**src/rtl/segment_led_decoder.sv**
```systemverilog
// Receive side of the 7-segment bus: synchronizes and glitch-filters the segment pattern,
// decodes it back to a hex nibble plus DP, and reports non-hex patterns.
module segment_led_decoder #(
    parameter int STABLE_CYCLES = 4,
    parameter int ERR_CNT_W     = 8
) (
    input  logic                 clk,
    input  logic                 rst_n,
    input  logic [8:0]           segment_in,
    input  logic                 out_ready,
    input  logic                 clr_err,
    output logic [3:0]           seg_data,
    output logic                 dp,
    output logic                 out_valid,
    output logic                 code_err,
    output logic                 overrun,
    output logic [ERR_CNT_W-1:0] err_cnt
);

    typedef enum logic [1:0] {IDLE, FILTER, ACCEPT} state_t;

    localparam logic [7:0] CNT_LAST = 8'(STABLE_CYCLES - 1);

    state_t               state_q, state_d;
    logic [8:0]           sync1_q, s_q;
    logic [8:0]           cand_q, cand_d;
    logic [8:0]           last_acc_q, last_acc_d;
    logic [7:0]           cnt_q, cnt_d;
    logic [3:0]           seg_data_q, seg_data_d;
    logic                 dp_q, dp_d;
    logic                 out_valid_q, out_valid_d;
    logic                 code_err_q, code_err_d;
    logic                 overrun_q, overrun_d;
    logic [ERR_CNT_W-1:0] err_cnt_q, err_cnt_d;

    logic [3:0]           hex_code;
    logic                 hex_hit;
    logic                 err_event;
    logic                 ovr_event;

    // Segment pattern (G..A) to hex nibble
    always_comb begin
        hex_code = 4'h0;
        hex_hit  = 1'b1;
        case (cand_q[6:0])
            7'h3f: hex_code = 4'h0;
            7'h06: hex_code = 4'h1;
            7'h5b: hex_code = 4'h2;
            7'h4f: hex_code = 4'h3;
            7'h66: hex_code = 4'h4;
            7'h6d: hex_code = 4'h5;
            7'h7d: hex_code = 4'h6;
            7'h07: hex_code = 4'h7;
            7'h7f: hex_code = 4'h8;
            7'h6f: hex_code = 4'h9;
            7'h77: hex_code = 4'ha;
            7'h7c: hex_code = 4'hb;
            7'h39: hex_code = 4'hc;
            7'h5e: hex_code = 4'hd;
            7'h79: hex_code = 4'he;
            7'h71: hex_code = 4'hf;
            default: hex_hit = 1'b0;
        endcase
    end

    always_comb begin
        state_d     = state_q;
        cand_d      = cand_q;
        last_acc_d  = last_acc_q;
        cnt_d       = cnt_q;
        seg_data_d  = seg_data_q;
        dp_d        = dp_q;
        out_valid_d = out_valid_q;
        code_err_d  = 1'b0;
        overrun_d   = overrun_q;
        err_cnt_d   = err_cnt_q;
        err_event   = 1'b0;
        ovr_event   = 1'b0;

        if (out_valid_q && out_ready) begin
            out_valid_d = 1'b0;
        end

        case (state_q)
            IDLE: begin
                if (s_q != last_acc_q) begin
                    state_d = FILTER;
                    cand_d  = s_q;
                    cnt_d   = 8'd1;
                end
            end
            FILTER: begin
                if (s_q != cand_q) begin
                    // Bouncing back to the accepted pattern is not a new event
                    if (s_q == last_acc_q) begin
                        state_d = IDLE;
                    end else begin
                        cand_d = s_q;
                        cnt_d  = 8'd1;
                    end
                end else if (cnt_q == CNT_LAST) begin
                    state_d = ACCEPT;
                end else begin
                    cnt_d = cnt_q + 8'd1;
                end
            end
            ACCEPT: begin
                state_d    = IDLE;
                last_acc_d = cand_q;
                if (cand_q[8]) begin
                    if (hex_hit) begin
                        if (!out_valid_q || out_ready) begin
                            seg_data_d  = hex_code;
                            dp_d        = cand_q[7];
                            out_valid_d = 1'b1;
                        end else begin
                            ovr_event = 1'b1;
                        end
                    end else begin
                        err_event = 1'b1;
                    end
                end
            end
            default: state_d = IDLE;
        endcase

        // A clear coinciding with a new event keeps the event
        if (clr_err) begin
            err_cnt_d = '0;
            overrun_d = 1'b0;
        end
        if (err_event) begin
            code_err_d = 1'b1;
            if (clr_err) begin
                err_cnt_d = ERR_CNT_W'(1);
            end else if (!(&err_cnt_q)) begin
                err_cnt_d = err_cnt_q + ERR_CNT_W'(1);
            end
        end
        if (ovr_event) begin
            overrun_d = 1'b1;
        end
    end

    always_ff @(posedge clk or negedge rst_n) begin
        if (!rst_n) begin
            state_q     <= IDLE;
            sync1_q     <= 9'h000;
            s_q         <= 9'h000;
            cand_q      <= 9'h000;
            last_acc_q  <= 9'h000;
            cnt_q       <= 8'd0;
            seg_data_q  <= 4'h0;
            dp_q        <= 1'b0;
            out_valid_q <= 1'b0;
            code_err_q  <= 1'b0;
            overrun_q   <= 1'b0;
            err_cnt_q   <= '0;
        end else begin
            state_q     <= state_d;
            sync1_q     <= segment_in;
            s_q         <= sync1_q;
            cand_q      <= cand_d;
            last_acc_q  <= last_acc_d;
            cnt_q       <= cnt_d;
            seg_data_q  <= seg_data_d;
            dp_q        <= dp_d;
            out_valid_q <= out_valid_d;
            code_err_q  <= code_err_d;
            overrun_q   <= overrun_d;
            err_cnt_q   <= err_cnt_d;
        end
    end

    assign seg_data  = seg_data_q;
    assign dp        = dp_q;
    assign out_valid = out_valid_q;
    assign code_err  = code_err_q;
    assign overrun   = overrun_q;
    assign err_cnt   = err_cnt_q;

endmodule
```
**config.mk**
```make
export PLATFORM = sky130hd
export DESIGN_NAME = segment_led_decoder
export DESIGN_NICKNAME = d
export VERILOG_FILES = /design/src/rtl/segment_led_decoder.sv
export SDC_FILE = /design/constraint.sdc
export NUM_CORES = 1
export LEC_CHECK = 0
export BUFFER_PORTS_ARGS = -buffer_cell sky130_fd_sc_hd__buf_2
export CAP_MARGIN = 20
export CORE_ASPECT_RATIO = 1.25
export CORE_MARGIN = 1.5
export CORE_UTILIZATION = 25
export DETAILED_ROUTE_END_ITERATION = 10
export PLACE_DENSITY = 0.41
export SETUP_SLACK_MARGIN = 0.15
export SYNTH_ARGS = -nofsm -noshare
export SYNTH_HDL_FRONTEND = slang
export SYNTH_SLANG_ARGS = --single-unit
```
**constraint.sdc**
```tcl
create_clock -name clk -period 2.6 [get_ports clk]
set_clock_uncertainty 0.05 [all_clocks]
set_input_delay 0.26 -clock clk [delete_from_list [all_inputs] [get_ports clk]]
set_output_delay 0.26 -clock clk [all_outputs]
set_load 0.02 [all_outputs]
```
==> summary.md <==
| Metric | Value |
|---|---|
| Status | `complete, no violations` |
| Fmax | `429 MHz` |
| Final setup viols | `0` |
| Total gr overflow | `0` |
| Yosys warnings | `0` |
| Slew @ Worst Pin | `739 ps` |
| Starting Density | `25.5%` |
| Register clock-pin slew on the reported worst setup and hold paths | `50 ps` |
| Skew-Pair Late Insertion Delay | `330 ps` |
| CP arrival | `2490 ps` |
| Htree depth | `3` |
| Syn_area_per_cell | `10.8 um^2` |
| Drc violations | `0` |
| RSZ-0062 raised after global routing | `false` |
| Via count | `2,116` |
| I/O pins | `29` |
| Vias in the first global route | `2,071` |
| Sink Count | `62` |
| Slowest CP cell | `or3_2` |
| Syn Inst Count | `273` |
| Core area | `11,600 um^2` |
| Chip height | `124 um` |
| Die width | `100 um` |
| Slew Limit Fails | `0` |
| Cell Rows | `44` |
| Fin. Hold Viols | `0` |
| Hpwl dp | `4280 um` |
| Vias per inst | `4.61` |
| Nets | `331` |
| Cells after DPL | `433` |
| Routed WL | `6150 um` |
| Crit Path Class | `register to register` |
| Area Overhead vs Synth | `23.4%` |
| Post-route cell area | `3640 um^2` |
| Max Buffers Root-to-Sink | `2` |
| Top_reg_cell synth | `dfrtp_1` |
| Drt wl/cell | `13.4 um` |
| Post-CTS Setup Repair Bufs | `0` |
| Cell variety after synth | `56` |
| Max transition margin | `50.7%` |
| Pwr Density | `608 nW/um^2` |
| CTS tree | `yes` |
| WP data required | `2760 ps` |
| Worst VDD drop | `286 uV` |
| Mapped Area | `2950 um^2` |
| Fillers | `1,190` |
| Antenna violations before repair | `0` |
| First-pass GRT wire length | `10,400 um` |
| Sequential area share after synthesis | `52.6%` |
| Share of layout cells above drive strength 1 | `23.7%` |
| Leakage power | `1.58 nW` |
| Drt pass-1 iters | `4` |
| Port Buffers | `28` |
| Fin cells | `459` |
| Total Routing Usage GR | `10.8%` |
| First DRT Iteration DRCs | `83` |
| EDFF count, synth | `0` |
| Syn_nets | `288` |
| Hold slack | `184 ps` |
| Yosys reg bits | `62` |
| Total power | `0.00221 W` |
| Number of diodes | `0` |
| Num CTS Buffers | `9` |
| Crit-path max cell delay | `540 ps` |
| Tmin final | `2330 ps` |
| CTS Root Cell | `clkbuf_16` |
| Fin crit share | `89.7%` |
| Maxcap violations | `0` |
| Setup TNS | `0 ps` |
| RePlAce Congestion | `0.825` |
| Setup crit end kind | `register` |
| Crit-path cells | `or3_2, nor3_1, o21ai_1, and2_1, a21oi_4, mux2_1` |
| Placement Cell Area | `3260 um^2` |
| Largest net degree at the start of global routing | `33` |
| Synth async-reset ratio | `100%` |
| Post-route ant nets | `0` |
| Max FO, Critical Path | `13` |
| Startpoint Class | `register` |
| Die Area | `12,500 um^2` |
| HP Class | `input port to register` |
==> logic make-up (layout without fill, tap and decap cells) <==
group / after synthesis / count (layout) / share of synthesized area, %
and+or+nand+nor: 94 / 94 / 17.0
xor gates and xnor gates: 19 / 19 / 5.64
muxes: 22 / 22 / 8.22
AOI/OAI and AO/OA: 52 / 52 / 12.1
DFF: 62 / 62 / 52.6
adders and majority gates: 2 / 2 / 0.848
buffers and inverters: 22 / 70 / 3.69
==> metal layers <==
layer | vias to the layer above | part of all wire (%) | track usage (%) | wire length, um
li1 | 1063 | - | - | -
met5 | - | 0 | 0 | 0
met4 | 0 | 1.9 | 5.47 | 119
met1 | 1018 | 48 | 14.1 | 2970
met3 | 7 | 3.2 | 3.25 | 194
met2 | 28 | 47 | 16.1 | 2870
==> registers in the layout, indices dropped and copies added, names as in the netlist <==
| name | count |
|---|---|
| cand_q | 9 |
| cnt_q | 8 |
| code_err | 1 |
| dp | 1 |
| err_cnt | 8 |
| last_acc_q | 9 |
| out_valid | 1 |
| overrun | 1 |
| s_q | 9 |
| seg_data | 4 |
| state_q | 2 |
| sync1_q | 9 |
==> stage by stage <==
| stage | setup WS [ps] | utilization, % |
|---|---|---|
| final | 269 | 31.5 |
| after global routing | 157 | 31.5 |
| after CTS | 159 | 31.5 |
| after detailed placement | 184 | 28.2 |
| after global placement | 183 | 28.2 |
| after floorplan | 494 | - |
==> Yosys cell counts, types with 3 or more instances <==
cell type  count  area [um^2]
nor4_1         7         43.8
mux2_1         8         90.1
clkbuf_1       4         15.0
or3_1          3         18.8
nand3_1       10         50.1
nand2_1       26         97.6
nor2_1        13         48.8
buf_2          4         20.0
dfrtp_1       62         1550
inv_1          7         26.3
o21ai_0       17         85.1
nand4_1        4         25.0
xnor2_1        9         78.8
nor2b_1        5         31.3
mux2i_1        4         40.0
nand2b_1       4         25.0
buf_4          3         22.5
a21oi_1       12         60.1
nor3_1         9         45.0
mux2_2        10          113
xor2_1        10         87.6
==> worst paths after layout <==
kind	startpoint	endpoint	slack (ps)	cells after the start
worst max-delay path	cand_q[3]	seg_data[3]	270	6
worst min register to register	sync1_q[0]	s_q[0]	300	0
worst max register to register	cand_q[3]	seg_data[3]	270	6
max in group asynchronous	rst_n	cand_q[6]	1370	3
min in group asynchronous	rst_n	sync1_q[7]	490	2
worst min-delay path	clr_err	err_cnt[3]	180	2
==> placed cells by master (no fill, tap or decap), types with 2 or more instances in the layout <==
cell type	n
dfrtp_1	58
or3_1	3
xnor2_1	9
dlygate4sd3_1	10
nand4_1	4
nor2_1	13
mux2_2	10
dfrtp_2	4
ha_1	2
nor4_1	7
mux2i_1	4
a31oi_1	2
a41oi_1	2
clkinv_2	3
nand3_1	10
nor2b_1	5
nor3_1	9
or3b_1	2
inv_1	7
buf_4	7
clkbuf_16	9
a21oi_1	12
clkinvlp_4	3
nand2_1	26
mux2_1	8
or2_2	2
nand4b_1	2
xor2_1	10
nand2b_1	4
o21ai_0	17
buf_2	28
==> critical path: cells and delay by family (launching register included) <==
kind / cells / cell delay (ps)
AND/OR/NAND/NOR: 3 / 970
flip-flops: 1 / 490
AO/OA/AOI/OAI: 2 / 380
multiplexers: 1 / 340
==> area by class of cell <==
type	count	area (um^2)	area share (%)
Sequential cell	62	1560	42.7
Multi-Input combinational cell	189	1290	35.5
Timing Repair Buffer	46	313	8.59
Clock buffer	10	239	6.56
Tap cell	138	173	4.74
Clock inverter	6	37.5	1.03
Inverter	8	32.5	0.893
==> where the power goes <==
part	switching, W	leakage [nW]	internal, W
clock	0.000423	0.130	0.000664
sequential	0.0000301	0.789	0.000988
combinational	0.0000565	0.664	0.0000518
==> timing repair <==
action / 4_1_cts / 5_1_grt
endpoints found under the setup margin: 0 / 7
endpoints found under the hold margin: 40 / 0
resized for setup: 0 / 5
hold buffers: 10 / 0
No activity file was read; power rests on OpenSTA's default activity.
